==> src/rtl/mult_share_arb_if.sv <==
// Request/response bundle between NREQ requesters and the shared-multiplier arbiter.
// Operands and products are packed per requester: requester k owns slice [k*W +: W].
interface mult_share_arb_if #(
    parameter int NREQ = 4,
    parameter int DW   = 16
);
    logic [NREQ-1:0]        req_valid;
    logic [NREQ-1:0]        req_ready;
    logic [NREQ*DW-1:0]     req_i0;
    logic [NREQ*DW-1:0]     req_i1;
    logic [NREQ-1:0]        rsp_valid;
    logic [NREQ-1:0]        rsp_ready;
    logic [NREQ*2*DW-1:0]   rsp_data;

    modport master (
        output req_valid, req_i0, req_i1, rsp_ready,
        input  req_ready, rsp_valid, rsp_data
    );

    modport slave (
        input  req_valid, req_i0, req_i1, rsp_ready,
        output req_ready, rsp_valid, rsp_data
    );
endinterface

==> src/rtl/mult_share_arb.sv <==
// Round-robin arbiter feeding one registered unsigned multiplier shared by NREQ requesters.
// Defining MULT_ARB_STATS_EN builds the saturating accepted-operation counter on stat_ops.
module mult_share_arb #(
    parameter int NREQ = 4,
    parameter int DW   = 16
) (
    input  logic               clk,
    input  logic               rst,
    mult_share_arb_if.slave    bus,
    output logic               busy,
    output logic [31:0]        stat_ops
);
    localparam int IW = $clog2(NREQ);
    localparam int PW = 2 * DW;

    logic [IW-1:0]      last_q;
    logic               s1_valid_q;
    logic [IW-1:0]      s1_owner_q;
    logic [DW-1:0]      s1_a_q;
    logic [DW-1:0]      s1_b_q;
    logic               s2_valid_q;
    logic [IW-1:0]      s2_owner_q;
    logic [PW-1:0]      s2_prod_q;
    logic [NREQ-1:0]    rsp_valid_q;
    logic [NREQ-1:0]    rsp_valid_d;
    logic [PW-1:0]      slot_q [NREQ];

    logic [NREQ-1:0]    elig;
    logic [NREQ-1:0]    drain;
    logic [NREQ-1:0]    grant;
    logic               grant_any;
    logic [IW-1:0]      grant_idx;
    logic [IW-1:0]      cand;
    logic [NREQ*PW-1:0] rsp_data_flat;

    // A requester with an op in S1/S2 is held off, which keeps one op outstanding per slot.
    always_comb begin
        for (int k = 0; k < NREQ; k++) begin
            drain[k] = rsp_valid_q[k] && bus.rsp_ready[k];
            elig[k]  = bus.req_valid[k]
                    && !(s1_valid_q && (s1_owner_q == IW'(k)))
                    && !(s2_valid_q && (s2_owner_q == IW'(k)))
                    && (!rsp_valid_q[k] || bus.rsp_ready[k]);
        end
    end

    always_comb begin
        grant_any = 1'b0;
        grant_idx = '0;
        cand      = '0;
        grant     = '0;
        for (int i = 1; i <= NREQ; i++) begin
            cand = IW'((int'(last_q) + i) % NREQ);
            if (!grant_any && elig[cand]) begin
                grant_any = 1'b1;
                grant_idx = cand;
            end
        end
        if (rst) begin
            grant_any = 1'b0;
        end
        if (grant_any) begin
            grant[grant_idx] = 1'b1;
        end
    end

    // A slot write and a drain cannot coincide, so the write simply takes precedence.
    always_comb begin
        for (int k = 0; k < NREQ; k++) begin
            rsp_valid_d[k] = rsp_valid_q[k];
            if (drain[k]) begin
                rsp_valid_d[k] = 1'b0;
            end
            if (s2_valid_q && (s2_owner_q == IW'(k))) begin
                rsp_valid_d[k] = 1'b1;
            end
        end
    end

    always_ff @(posedge clk) begin
        if (rst) begin
            last_q      <= IW'(NREQ - 1);
            s1_valid_q  <= 1'b0;
            s1_owner_q  <= '0;
            s1_a_q      <= '0;
            s1_b_q      <= '0;
            s2_valid_q  <= 1'b0;
            s2_owner_q  <= '0;
            s2_prod_q   <= '0;
            rsp_valid_q <= '0;
            for (int k = 0; k < NREQ; k++) begin
                slot_q[k] <= '0;
            end
        end else begin
            s1_valid_q <= grant_any;
            if (grant_any) begin
                last_q     <= grant_idx;
                s1_owner_q <= grant_idx;
                s1_a_q     <= bus.req_i0[grant_idx*DW +: DW];
                s1_b_q     <= bus.req_i1[grant_idx*DW +: DW];
            end
            s2_valid_q <= s1_valid_q;
            if (s1_valid_q) begin
                s2_owner_q <= s1_owner_q;
                s2_prod_q  <= PW'(s1_a_q) * PW'(s1_b_q);
            end
            rsp_valid_q <= rsp_valid_d;
            for (int k = 0; k < NREQ; k++) begin
                if (s2_valid_q && (s2_owner_q == IW'(k))) begin
                    slot_q[k] <= s2_prod_q;
                end
            end
        end
    end

    always @(posedge clk) begin
        if (!rst) begin
            assert (!(s2_valid_q && drain[s2_owner_q]));
        end
    end

    always_comb begin
        rsp_data_flat = '0;
        for (int k = 0; k < NREQ; k++) begin
            rsp_data_flat[k*PW +: PW] = slot_q[k];
        end
    end

    assign bus.req_ready = grant;
    assign bus.rsp_valid = rsp_valid_q;
    assign bus.rsp_data  = rsp_data_flat;
    assign busy          = s1_valid_q | s2_valid_q;

`ifdef MULT_ARB_STATS_EN
    logic [31:0] stat_ops_q;
    logic [31:0] stat_ops_d;

    always_comb begin
        stat_ops_d = stat_ops_q;
        if (grant_any && (stat_ops_q != 32'hFFFF_FFFF)) begin
            stat_ops_d = stat_ops_q + 32'd1;
        end
    end

    always_ff @(posedge clk) begin
        if (rst) begin
            stat_ops_q <= '0;
        end else begin
            stat_ops_q <= stat_ops_d;
        end
    end

    assign stat_ops = stat_ops_q;
`else
    assign stat_ops = '0;
`endif
endmodule

==> src/flat_wrapper.sv <==
// flat-port wrapper written by rule: the top's interface ports become plain ports
module mult_share_arb_flat 
#(
    parameter int NREQ = 4,
    parameter int DW   = 16
)
  (clk, rst, busy, stat_ops, bus_req_valid, bus_req_i0, bus_req_i1, bus_rsp_ready, bus_req_ready, bus_rsp_valid, bus_rsp_data);
  mult_share_arb_if #(.NREQ(NREQ), .DW(DW)) bus_i ();
  input  logic clk;
  input  logic rst;
  output logic busy;
  output logic [31:0] stat_ops;
  input wire logic [$bits(bus_i.req_valid)-1:0] bus_req_valid;
  input wire logic [$bits(bus_i.req_i0)-1:0] bus_req_i0;
  input wire logic [$bits(bus_i.req_i1)-1:0] bus_req_i1;
  input wire logic [$bits(bus_i.rsp_ready)-1:0] bus_rsp_ready;
  output wire logic [$bits(bus_i.req_ready)-1:0] bus_req_ready;
  output wire logic [$bits(bus_i.rsp_valid)-1:0] bus_rsp_valid;
  output wire logic [$bits(bus_i.rsp_data)-1:0] bus_rsp_data;
  assign bus_i.req_valid = bus_req_valid;
  assign bus_i.req_i0 = bus_req_i0;
  assign bus_i.req_i1 = bus_req_i1;
  assign bus_i.rsp_ready = bus_rsp_ready;
  assign bus_req_ready = bus_i.req_ready;
  assign bus_rsp_valid = bus_i.rsp_valid;
  assign bus_rsp_data = bus_i.rsp_data;
  mult_share_arb #(.NREQ(NREQ), .DW(DW)) u_core (.clk(clk), .rst(rst), .bus(bus_i), .busy(busy), .stat_ops(stat_ops));
endmodule
==> config.mk <==
export PLATFORM = sky130hd
export DESIGN_NAME = mult_share_arb_flat
export DESIGN_NICKNAME = d
export VERILOG_FILES = /design/src/rtl/mult_share_arb_if.sv /design/src/rtl/mult_share_arb.sv /design/src/flat_wrapper.sv
export SDC_FILE = /design/constraint.sdc
export NUM_CORES = 1
export LEC_CHECK = 0
export ABC_AREA = 1
export BUFFER_PORTS_ARGS = -buffer_cell sky130_fd_sc_hd__buf_4
export CORE_MARGIN = 4
export CORE_UTILIZATION = 30
export DETAILED_ROUTE_END_ITERATION = 6
export PLACE_DENSITY = 0.54
export SYNTH_ARGS = -nofsm -noshare
export SYNTH_HDL_FRONTEND = slang
export SYNTH_SLANG_ARGS = --single-unit
==> constraint.sdc <==
create_clock -name clk -period 14.54 [get_ports clk]
set_input_delay 4.362 -clock clk [delete_from_list [all_inputs] [get_ports clk]]
set_output_delay 4.362 -clock clk [all_outputs]
set_load 0.02 [all_outputs]
After elaboration in Yosys (flattened, before gate mapping)
Memories as Yosys holds them, arrays and structs flattened.
Cells that the tools add are included.
W data, S select, Z words.
{ "totals": {"ramBits": 128, "elab_cells": 136, "rom_bits": 0, "register_bits": 76, "n_memories": 1, "out_inout_bits": 169, "latchBits": 0} }
{ "op_classes": {"n_div": 0, "n_addsub": 4, "eq_ne": 6, "mul": 1, "muxes": 46, "n_reduce_logical": 53, "order_cmp": 6, "bitwise_logic": 5, "n_shift": 2} }
{ "mem_list": {"columns": ["memory", "words", "width", "read_ports", "rd_clocked_by_memory_dff", "write_ports", "line_no", "text"], "rows": [
  ["u_core.slot_q", 4, 32, 4, 0, 4, "mult_share_arb.sv:26", "logic [PW-1:0] slot_q [NREQ];"]
]} }
{ "ops": {"columns": ["operator", "n"], "rows": [
  ["$mux W32", 4],
  ["$shiftx A64 B7 Y16", 2],
  ["$mul A16 B16 Y32", 1],
  ["$mux W1", 32],
  ["$logic_and A1 B1 Y1", 28],
  ["$logic_not A1 Y1", 15],
  ["$lt A2 B3 Y1 const B", 5],
  ["$bmux W1 S2", 4],
  ["$eq A2 B2 Y1 const B", 4],
  ["$mux W2", 4],
  ["$reduce_bool A2 Y1", 4],
  ["$or A1 B1 Y1", 5],
  ["$add A2 B1 Y2 const B", 2],
  ["$add A2 B2 Y2 const B", 2],
  ["$eq A2 B1 Y1 const B", 2],
  ["$logic_not A2 Y1", 2],
  ["$logic_or A1 B1 Y1", 4],
  ["$mux W4", 1],
  ["$demux W1 S2", 1],
  ["$ge A2 B1 Y1 const B", 1]
]} }

Longest topological paths before layout
Gate-level depths: netlist of run 1.
{ "logic_depth": {"depth_word": 23, "mapped_depth": 27, "depth_no_buf": 25} }

Worst setup path before layout of run 1
No wires, ideal clock.
{ "synth_timing": {"kind": "input -> output", "from": "input bus_rsp_ready[3]", "to": "output bus_req_ready[0]", "stages": 15, "arrival_ns": 5.973, "required_time_ns": 10.178, "slack_ns": 4.205, "path_cell_list": "inv_1 -> nand2_1 -> nand2_1 -> nor2_1 -> nand2_1 -> nand3_1 -> nand2_4 -> a21oi_1 -> nand2_2 -> nand2_4 -> inv_4 -> buf_4 -> nor2_1 -> inv_2 -> nor2_1"} }
{ "synth_via": {"elab_chain_cells": 19, "elab_cells_between_ends": 31} }
{ "synth_rtl": {"columns": ["item", "line_no", "text"], "rows": [
  ["from (decl)", "flat_wrapper.sv:16", "input wire logic [$bits(bus_i.rsp_ready)-1:0] bus_rsp_ready;"],
  ["$logic_or A1 B1 Y1 (*)", "mult_share_arb.sv:43", "&& (!rsp_valid_q[k] || bus.rsp_ready[k]);"],
  ["$logic_and A1 B1 Y1 (*)", "mult_share_arb.sv:43", null],
  ["$bmux W1 S2", "mult_share_arb.sv:54", "if (!grant_any && elig[cand]) begin"],
  ["$mux W1 (implied by the code)", "mult_share_arb.sv:54", null],
  ["$mux W1", "mult_share_arb.sv:54", null],
  ["$logic_not A1 Y1", "mult_share_arb.sv:54", null],
  ["$logic_and A1 B1 Y1", "mult_share_arb.sv:54", null],
  ["$mux W1", "mult_share_arb.sv:54", null],
  ["[... 3 more ...]", null, null],
  ["$logic_not A1 Y1", "mult_share_arb.sv:54", null],
  ["$logic_and A1 B1 Y1", "mult_share_arb.sv:54", null],
  ["$mux W2", "mult_share_arb.sv:54", null],
  ["$lt A2 B3 Y1 (implied by the code) or $ge A2 B1 Y1 (tied branches)", "mult_share_arb.sv:63", "grant[grant_idx] = 1'b1;"],
  ["$logic_and A1 B1 Y1 (implied by the code)", "mult_share_arb.sv:63", null],
  ["$mux W1 (implied by the code)", "mult_share_arb.sv:63", null],
  ["$demux W1 S2", null, null],
  ["$mux W4 (*)", "mult_share_arb.sv:62", "if (grant_any) begin"],
  ["to (decl)", "flat_wrapper.sv:17", "output wire logic [$bits(bus_i.req_ready)-1:0] bus_req_ready;"]
]} }
Mark *: on every way between the ends. The rest lies on a longest branch, timed or not. The select of a mux whose other input is x is not followed.

Worst setup path after layout of run 1
{ "layout_timing": {"from": "input bus_rsp_ready[3]", "to": "output bus_req_ready[3]"} }
Same word-level chain as after synthesis.

==> impl_results.md, run 1 <==
- Gate count of the mapped netlist: 2161
- Maximum vdd ir drop: ~0.13 mV
- Static leakage: around 11 nW
- Worst path arrival time: between 6 and 7 ns
- Comb power frac: between 60% and 70%
- Number of hold-repair buffers added at the cts stage: 0
- Layout overhead on the synthesized area: 18.8%
- Power, Total: 4.63 mW
- Total setup violations reported at the end of the flow: 0
- Largest clock skew in the final design: about 0.0091 ns
- Total non-filler cell area in the finished layout: 21000 µm²
- Top cell types by occurrence after synthesis: nand2_1, inv_1, fa_1
- Cells along the critical path: buf_4 -> inv_1 -> nand2_1 -> nand2_1 -> nor2_1 -> nand2_1 -> nand3_1 -> nand2_1 -> nand3_1 -> nand3_2 -> nand2_4 -> buf_4 -> nor2_1 -> buf_4
- TritonCTS clock tree: built
- Most numerous cell on the critical path: nand2_1
- Category of the worst setup path capture point: output pin
- Flip-flop and latch count after synthesis: between 200 and 250
- Number of CTS-inserted buffers: 23
- Category of the critical setup timing path: in2out
- Antenna diode instance count: 0
- Maximum number of pins on one net before global-route repair: 82
- Number of rows in the core area: 88
- Worst setup slack before clock tree synthesis: 3.56 ns
- Mean routed wirelength per cell: 15.9 µm
- Total wire length after detailed routing: 50200 µm
- Ratio of total power to cell area: 220 nW/µm²
- Antenna violations before repair: 0
- Hold_ws: 0.517 ns
- Sort of element at the start of the critical path: primary input
- Fraction of power consumed by the clock network: 12.2%
- Cell-internal power: 2.18 mW
- Critical-path cell with the highest stage delay: buf_4
- Worst slew pin tran: 1.13 ns
- # IOs: 307
- Yosys top cell by area: fa_1
- Top area cells in the synthesized netlist: fa_1, edfxtp_1, nand2_1
- Share of the synthesized area in the top cell type: ~22%
- Dominant delay contributor by cell family on the critical path: simple AND/OR/NAND/NOR gates
- Final setup TNS: 0 ns
- Area of the multi-input gates: 9920 µm²
- Final WS setup: 3.52 ns
- Proportion of total power due to net switching: 53.0%
- Violation count after the first detailed-routing iteration: 689
- Wire length of the first global-routing pass: 80300 µm
- Core utilization of the finished layout: 36.2%
- Shortest clock period the worst path allows after layout: 11.02 ns
- CP Data Required Time: 10.18 ns
- Proportion of register bits with asynchronous set or reset after synthesis: 0%
- Min-Delay Path Class: reg2reg
- Number of maximum-capacitance constraint violations: 0
- Die span in x: 251 µm
- Number of gates resized after CTS: 0
- Cell area after synthesis: 17700 µm²
- Final RePlAce weighted congestion: 0.872
- Number of H-tree levels: 1
- Clock input transition at the sequential cells of the worst setup and hold paths: 0.06 ns
- NetSw: 2.45 mW
- Average footprint of a synthesized cell: 8.18 µm²
- Slowest stage delay, CP: 0.61 ns
- Maximum operating frequency: 90.8 MHz
- Fill count: 5976
- Antenna Nets Post-Route: 0
- Register cell area after layout: 5370 µm²
- Number of hold-slack violations in the final timing report: 0
- Number of search-and-repair iterations in the first detailed-routing pass: 5
- Proportion of power drawn by flip-flops and latches: 20.0%
- Cell chosen for the clock root: clkbuf_16
- Post-route DRC: 0
- Vertical die dimension: 251 µm
- Outcome: finished, final reports clean
- Placed instance count: 3105
- Die area: 62900 µm²
- Layout cells sized above 1: approximately 15%
- Global router's overall resource usage: 15.7%
- # Post-CTS Setup Buffers: 0
- Residual overflow from global routing: 0
- Most instantiated flip-flop cell in the synthesis netlist: edfxtp_1
- Vias in the first global route: 15000
- Initial core utilization: 30.5%
- Clock latency on the worst-skew pair: 0.53 ns
- Sink count of the clock tree: between 200 and 250
- Longest Clk Path Bufs: 3
- Most frequent cell after synthesis: nand2_1
- Sequential area share after synthesis: 30.4%
- Crit path buffers/inverters: 4
- Final standard cell count with taps included and fillers excluded: between 3000 and 4000
- RSZ-0062 raised after global routing: false
- Yosys warning total: 0
- # port buffers: 274
- Final layout net count: 2801
- Count of different cell masters after synthesis: 43
- Core Area: 58000 µm²
- DR vias/cell: about 4.5
- Vias: 14200
- Worst slew slack as a fraction of its limit: 24.9%
- Number of synthesized flops with an enable pin: about 130
- Pins over their slew limit: 0
- Worst-path maximum fanout: 81
- Post-detailed-placement cell area: 20300 µm²
- HPWL after detailed placement: 39400 µm
- Fin crit share: 75.8%
path summary, 6_finish.rpt:
path,from,end,slack (ns),cells past startpoint
worst max-delay path,bus_rsp_ready[3],bus_req_ready[3],3.52,14
worst max register to register,u_core.s1_b_q[7]$_SDFFE_PP0P_,u_core.s2_prod_q[27]$_SDFFE_PP0P_,8.11,23
worst min-delay path,u_core.bus.rsp_valid[3]$_SDFFE_PP0P_,u_core.bus.rsp_valid[3]$_SDFFE_PP0P_,0.52,2
worst min register to register,u_core.bus.rsp_valid[3]$_SDFFE_PP0P_,u_core.bus.rsp_valid[3]$_SDFFE_PP0P_,0.52,2
sequential cells by signal, indices dropped and copies added, names as in the netlist:
register / cells
u_core.s2_owner_q: 2
u_core.bus.rsp_valid: 4
u_core.s2_valid_q: 1
u_core.last_q: 2
u_core.slot_q: 128
u_core.s1_b_q: 16
u_core.s2_prod_q: 32
u_core.s1_valid_q: 1
u_core.s1_a_q: 16
u_core.s1_owner_q: 2
power groups by stage:
stage	Sequential (mW)	Combinational [mW]	Clock [mW]
after floorplan	0.800	2.34	0
after global placement	0.939	3.11	0
after detailed placement	0.941	3.15	0
after CTS	0.929	3.18	0.584
after global routing	0.944	3.59	0.609
final	0.928	3.13	0.566
cells by family (layout without fill, tap and decap cells):
group	count (synthesis)	in the layout	synth area share, %
xor gates and xnor gates	27	27	1.38
DFF	204	204	30.4
and+or+nand+nor	850	850	19.5
adders and majority gates	298	298	29.3
AOI/OAI and AO/OA	155	155	5.10
buffers and inverters	626	816	14.3
other	1	32	0.0212
cell type report:
type	count	area share (%)
Clock buffer	28	2.83
Clock inverter	14	0.697
Inverter	480	8.59
Multi-Input combinational cell	1362	47.3
Sequential cell	204	25.6
Tap cell	765	4.56
Timing Repair Buffer	294	10.5
per-layer routing:
| layer | routed length [µm] | track usage, % |
|---|---|---|
| met5 | 0 | 0 |
| met4 | 788 | 3.31 |
| met1 | 22000 | 20.8 |
| met2 | 24400 | 27.4 |
| met3 | 3080 | 2.18 |
worst reg2reg max path, cell delays in order (launching register included):
cell,delay [ns]
dfxtp_1,0.92
nand2_1,0.19
fa_1,0.58
inv_1,0.05
fa_1,0.51
inv_1,0.06
fa_1,0.54
inv_1,0.05
fa_1,0.45
fa_1,0.49
inv_1,0.05
fa_1,0.54
inv_1,0.06
ha_1,0.34
a21oi_1,0.20
o21ai_0,0.11
a21oi_1,0.35
inv_1,0.12
a21oi_1,0.23
o21ai_0,0.16
nand2_1,0.09
nand2_1,0.04
o21ai_0,0.16
inv_1,0.05
cells in the final DEF, fill, tap and decap left out, drive strengths merged, types with 3 or more instances in the layout:
cell type and count:
a21oi 70, buf 294, clkbuf 28, clkinv 8, clkinvlp 3, conb 32
dfxtp 76, edfxtp 128, fa 194, ha 104, inv 481, nand2 544
nand3 104, nand3b 8, nand4 5, nor2 182, nor3 6, o211ai 23
o21a 4, o21ai 46, o21bai 4, xnor2 10, xor2 17
Power figures use the tool's default switching activity.
==> inputs of run 2 (changes only) <==
Settings changed: PLACE_DENSITY 0.54 to 0.56.
Clock period 14.54 ns to 9.8 ns, I/O delays scaled along.
==> run 2 against run 1 <==
- wire length fell by 1.2%
- first-iteration DRC count increased by 7.1%
- via count fell by 0.25%
- worst setup slack worse by 1.9 ns
- register-to-register slack got worse by 4.7 ns
- final area is 0.13% lower
- critical path depth did not move
- total power is 49% higher
- critical path type unchanged
==> impl_results.md, run 2 (same netlist as run 1, synthesis figures left out) <==
- Outcome: finished, final reports clean
- Final RePlAce weighted congestion: roughly 0.9
- Number of gates resized after CTS: 0
- Core Area: 58000 µm²
- Die span in x: 251 µm
- DR vias/cell: 4.51
- Number of H-tree levels: 1
- Number of rows in the core area: 88
- Layout cells sized above 1: 14.9%
- Die area: ~63000 µm²
- Worst setup slack before clock tree synthesis: 1.65 ns
- Maximum operating frequency: 123 MHz
- Top Usage Layer GRT: met2
- Register with the most flip-flops: u_core.slot_q
- Met1 Usage GRT: between 20% and 30%
- RSZ-0062 raised after global routing: false
- Category of the worst setup path capture point: output pin
- Sink count of the clock tree: roughly 200
- Static leakage: 11.0 nW
- Antenna Nets Post-Route: 0
- Number of hold-repair buffers added at the cts stage: 0
- Number of cells traversed by the worst register-to-register path: 23
- Violation count after the first detailed-routing iteration: 738
- Final WS setup: ~1.7 ns
- Final standard cell count with taps included and fillers excluded: 3142
- Number of flip-flops in the largest register: 128
- Largest clock skew in the final design: 0.0211 ns
- Placed instance count: 3101
- Clock latency on the worst-skew pair: 0.52 ns
- Shortest clock period the worst path allows after layout: a little over 8 ns
- HPWL after detailed placement: 38500 µm
- GR met2 Demand/Resource: 27.1%
- Post-route DRC: 0
- # port buffers: between 200 and 300
- Vias in the first global route: 15000
- Category of the critical setup timing path: in2out
- # IOs: 307
- Antenna violations before repair: 0
- Antenna diode instance count: 0
- Total setup violations reported at the end of the flow: 0
- Number of maximum-capacitance constraint violations: 0
- Met3 GRT Util: 3.07%
- Min-Delay Path Class: reg2reg
- Registers with the most flip-flops: u_core.slot_q (128), u_core.s2_prod_q (32)
- Maximum vdd ir drop: 0.194 mV
- Fin crit share: 83.0%
- Critical path startpoint: bus_rsp_ready[3]
- Residual overflow from global routing: 0
- Capturing point of the worst reg2reg path: u_core.s2_prod_q[27]$_SDFFE_PP0P_
- Longest Clk Path Bufs: 3
- Ratio of total power to cell area: 329 nW/µm²
- Number of CTS-inserted buffers: 23
- End point of the critical path: bus_req_ready[3]
- Number of hold-slack violations in the final timing report: 0
- Worst-path maximum fanout: 81
- Mean routed wirelength per cell: 15.8 µm
- CP Data Required Time: 6.86 ns
- Maximum number of pins on one net before global-route repair: 82
- Clock input transition at the sequential cells of the worst setup and hold paths: roughly 0.06 ns
- Pins over their slew limit: 0
- R2r startpoint: u_core.s1_b_q[7]$_SDFFE_PP0P_
- Hold_ws: 0.516 ns
- TritonCTS clock tree: built
- Number of search-and-repair iterations in the first detailed-routing pass: 5
- Total wire length after detailed routing: 49600 µm
- Initial core utilization: 30.5%
- Vertical die dimension: 251 µm
- Wire length of the first global-routing pass: 79900 µm
- Final setup TNS: 0 ns
- Vias: approximately 14000
- Layout overhead on the synthesized area: 18.6%
- Most used cells in the layout excluding fill and tap cells: nand2_1, inv_1, buf_4
- Setup slack of the most critical reg-to-reg path: 3.37 ns
- Global router's overall resource usage: 15.6%
- Sort of element at the start of the critical path: primary input
- Final layout net count: 2797
- Worst slew pin tran: 1.17 ns
- Worst slew slack as a fraction of its limit: 22.0%
- Most common cell after layout, fill and taps aside: nand2_1
- Cell chosen for the clock root: clkbuf_16
- # Post-CTS Setup Buffers: 0
- Worst path arrival time: 5.20 ns
-- run 2: report_power, final --
| part | total, mW | switching [mW] | internal, mW |
|---|---|---|---|
| logic | 4.61 | 2.96 | 1.64 |
| registers | 1.42 | 0.342 | 1.08 |
| clock network | 0.861 | 0.341 | 0.520 |
-- run 2: routing by layer --
layer	wire, µm	up-vias	part of all wire (%)
met5	0	-	0
met4	951	0	1.9
met3	3680	69	7.4
met2	23700	466	48
met1	21300	6827	43
li1	-	6813	-
-- run 2: layout make-up --
type | count | area, µm²
clock buffers | 29 | 608
clock inverters | 12 | 148
fillers | 6011 | 37100
inverters | 480 | 1800
multi-input cells | 1362 | 9910
flip-flops and latches | 204 | 5370
well taps | 765 | 957
repair buffers | 290 | 2180
-- run 2: worst min-delay path by stage --
stage	from	end	slack, ns	cells past startpoint
after floorplan	u_core.s2_prod_q[30]$_SDFFE_PP0P_	u_core.s2_prod_q[30]$_SDFFE_PP0P_	0.45	2
after global placement	u_core.bus.rsp_valid[3]$_SDFFE_PP0P_	u_core.bus.rsp_valid[3]$_SDFFE_PP0P_	0.50	2
after detailed placement	u_core.bus.rsp_valid[3]$_SDFFE_PP0P_	u_core.bus.rsp_valid[3]$_SDFFE_PP0P_	0.50	2
after CTS	u_core.bus.rsp_valid[3]$_SDFFE_PP0P_	u_core.bus.rsp_valid[3]$_SDFFE_PP0P_	0.51	2
after global routing	u_core.bus.rsp_valid[3]$_SDFFE_PP0P_	u_core.bus.rsp_valid[3]$_SDFFE_PP0P_	0.52	2
final	u_core.bus.rsp_valid[3]$_SDFFE_PP0P_	u_core.bus.rsp_valid[3]$_SDFFE_PP0P_	0.52	2
-- run 2: critical path: stages --
cell and delay (ns):
buf_4 0.07, inv_1 0.03, nand2_1 0.06, nand2_1 0.05, nor2_1 0.14, nand2_1 0.09
nand3_1 0.09, nand2_1 0.14, nand3_1 0.16, nand3_2 0.28, nand2_4 0.19, buf_4 0.58
nor2_1 0.14, buf_4 0.19
-- run 2: stage by stage --
| step | util, % | area [µm²] | power (mW) |
|---|---|---|---|
| 5_1_grt | 36.1 | 21000 | 7.67 |
| 3_5_place_dp | 34.8 | 20200 | 6.05 |
| 2_1_floorplan | - | 17800 | 4.65 |
| 6_report | 36.1 | 21000 | 6.89 |
| 3_3_place_gp | 34.8 | 20200 | 6.00 |
| 4_1_cts | 36.1 | 21000 | 6.96 |
==> inputs of run 3 (changes only) <==
Settings changed: ABC_AREA 1 to 0, PLACE_DENSITY 0.56 to 0.54.
Clock period 9.8 ns to 7.5 ns, I/O delays scaled along.
==> run 3 against run 2 <==
- clock skew shrank 0.011 ns
- synthesized cell count shrank 22%
- first-iteration DRC count shrank 35%
- final area shrank 1.5%
- wire length shrank 8.4%
- via count shrank 14%
==> impl_results.md, run 3 <==
- Number of H-tree levels: 1
- Most instantiated flip-flop cell in the synthesis netlist: edfxtp_1
- Yosys top cell by area: fa_1
- Sequential area share after synthesis: a little under a third
- Category of the critical setup timing path: in2out
- Area of the multi-input gates: 10400 µm²
- Violation count after the first detailed-routing iteration: slightly below 500
- Post-route DRC: 0
- Register cell area after layout: between 5000 and 6000 µm²
- Clock latency on the worst-skew pair: 0.52 ns
- Yosys warning total: 0
- Global router's overall resource usage: 14.4%
- Mean routed wirelength per cell: 16.8 µm
- Largest clock skew in the final design: 0.0101 ns
- Worst slew pin tran: between 0.9 and 1 ns
- Worst slew slack as a fraction of its limit: about two fifths
- Worst hold path depth: 2
- Ratio of total power to cell area: between 200 and 300 nW/µm²
- Synthesized-area fraction occupied by ao, oa, aoi and oai cells: roughly 6.5%
- Registers with the most flip-flops: u_core.slot_q (128), u_core.s2_prod_q (32)
- Top area cells in the synthesized netlist: fa_1, edfxtp_1, and2_1
- Vias in the first global route: 12600
- Static leakage: 9.85 nW
- Clock input transition at the sequential cells of the worst setup and hold paths: roughly 0.050 ns
- Antenna Nets Post-Route: 0
- Flip-flop and latch count after synthesis: ~200
- Number of maximum-capacitance constraint violations: 0
- Gate count of the mapped netlist: 1682
- TritonCTS clock tree: built
- Total wire length after detailed routing: 45400 µm
- Vertical die dimension: 248 µm
- Antenna violations before repair: 0
- Proportion of register bits with asynchronous set or reset after synthesis: 0%
- HPWL after detailed placement: 35400 µm
- Initial core utilization: 30.5%
- Worst path arrival time: 4.25 ns
- Category of the worst setup path capture point: output pin
- DR vias/cell: around 4.5
- Maximum vdd ir drop: 0.180 mV
- Final layout net count: 2359
- Layout overhead on the synthesized area: 19.8%
- Number of synthesized flops with an enable pin: 128
- Sink count of the clock tree: 204
- Number of cells traversed by the worst register-to-register path: 19
- # port buffers: around 270
- Sort of element at the start of the critical path: primary input
- Min-Delay Path Class: reg2reg
- Die span in x: 248 µm
- Startpoint of the lowest-slack hold path: u_core.s2_prod_q[13]$_SDFFE_PP0P_
- Most frequent cell after synthesis: and2_1
- Die area: 61400 µm²
- Total setup violations reported at the end of the flow: 0
- Share of synthesized cell area in and, or, nand and nor gates: 16.3%
- Synth Area in Adders: 30.1%
- Register with the most flip-flops: u_core.slot_q
- Number of CTS-inserted buffers: 23
- Residual overflow from global routing: 0
- Most used cells in the layout excluding fill and tap cells: buf_4, and2_1, inv_1
- Number of gates resized after CTS: 0
- Worst-path maximum fanout: 27
- Most common cell after layout, fill and taps aside: buf_4
- Longest Clk Path Bufs: 3
- Final setup TNS: 0 ns
- Number of rows in the core area: 87
- Final RePlAce weighted congestion: 0.834
- Fin crit share: 86.7%
- Core Area: 56600 µm²
- Cell area after synthesis: 17200 µm²
- Xor/xnor cell area share of the yosys netlist: 1.02%
- Maximum operating frequency: approximately 150 MHz
- Critical path startpoint: bus_rsp_ready[1]
- # IOs: a little over 300
- RSZ-0062 raised after global routing: false
- Share of the synthesized area in the top cell type: 22.5%
- Pins over their slew limit: 0
- Fill count: 5700
- Antenna diode instance count: 0
- Number of hold-slack violations in the final timing report: 0
- Shortest clock period the worst path allows after layout: 6.50 ns
- Largest family of logic cells by synthesized area: adder cells
- R2r startpoint: u_core.s1_b_q[7]$_SDFFE_PP0P_
- Cell chosen for the clock root: clkbuf_16
- Wire length of the first global-routing pass: 70800 µm
- CP Data Required Time: 5.25 ns
- Outcome: finished, final reports clean
- Vias: between 10000 and 15000
- Count of different cell masters after synthesis: slightly below 60
- Average footprint of a synthesized cell: around 10 µm²
- Number of hold-repair buffers added at the cts stage: 0
- Number of search-and-repair iterations in the first detailed-routing pass: 5
- # Post-CTS Setup Buffers: 0
- Maximum number of pins on one net before global-route repair: 58
- Top cell types by occurrence after synthesis: and2_1, inv_1, fa_1
- Portion of netlist area occupied by mux cells: 5.99%
- Hold_ws: between 0.4 and 0.5 ns
- Layout cells sized above 1: 17.7%
- Number of flip-flops in the largest register: about 130
[run 3: cell types whose count changed after synthesis, moves of 25 or more]
cell / before / now
o21ai_0: 46 / 19
and2_1: 0 / 247
nand3_1: 100 / 16
nand2_1: 536 / 179
mux2i_1: 0 / 102
a22o_1: 0 / 25
nor2_1: 179 / 58
clkbuf_1: 88 / 63
inv_1: 472 / 242
a21oi_1: 67 / 33
[run 3: area by class of cell]
class	count	share of cell area [%]
clock buffers	30	2.96
flip-flops and latches	204	26.0
inverters	244	4.49
multi-input cells	1154	50.6
repair buffers	296	10.8
clock inverters	12	0.684
well taps	756	4.58
[run 3: cells by family after synthesis]
family / count (synthesis)
fa+ha+maj: 298
compound gates: 156
xor+xnor: 20
flops: 204
simple gates: 545
buf+inv: 355
mux: 103
other cells: 1
[run 3: worst max-delay path, cell delays in order]
cell and delay (ns):
buf_4 0.08, nand2b_1 0.11, nand4_1 0.31, nand4_1 0.35, nand2_2 0.20, inv_2 0.41, nand2_2 0.25, nor2_1 0.14
buf_4 0.16
[run 3: worst paths after layout]
| kind | endpoint | slack (ns) |
|---|---|---|
| max reg2reg | u_core.s2_prod_q[30]$_SDFFE_PP0P_ | 1.11 |
| min reg2reg | u_core.s2_prod_q[13]$_SDFFE_PP0P_ | 0.50 |
| min | u_core.s2_prod_q[13]$_SDFFE_PP0P_ | 0.50 |
| max | bus_req_ready[0] | 1.00 |
[run 3: power by group]
part | total (mW) | switching [mW] | leakage (nW) | internal [mW]
registers | 1.57 | 0.263 | 1.96 | 1.31
clock network | 1.12 | 0.445 | 0.363 | 0.680
logic | 2.57 | 1.48 | 7.53 | 1.09
total | 5.27 | 2.19 | 9.85 | 3.07
[run 3: layer usage]
| metal | up-vias | part of all wire, % | GRT usage [%] |
|---|---|---|---|
| met5 | - | 0 | 0 |
| met4 | 0 | 1.4 | 2.52 |
| met3 | 41 | 5.2 | 2.10 |
| met2 | 307 | 46 | 23.8 |
| met1 | 5960 | 47 | 20.5 |
| li1 | 5845 | - | - |
[run 3: stage by stage]
stage	cell area [µm²]	total power [mW]	cells	setup slack, ns	utilization, %
2_1_floorplan	17400	3.38	1713	1.38	-
3_3_place_gp	19900	4.14	2654	1.04	35.2
3_5_place_dp	19900	4.17	2654	1.01	35.2
4_1_cts	20700	5.32	2696	1.01	36.5
5_1_grt	20700	5.73	2696	0.687	36.5
6_report	20700	5.27	2696	1.00	36.5
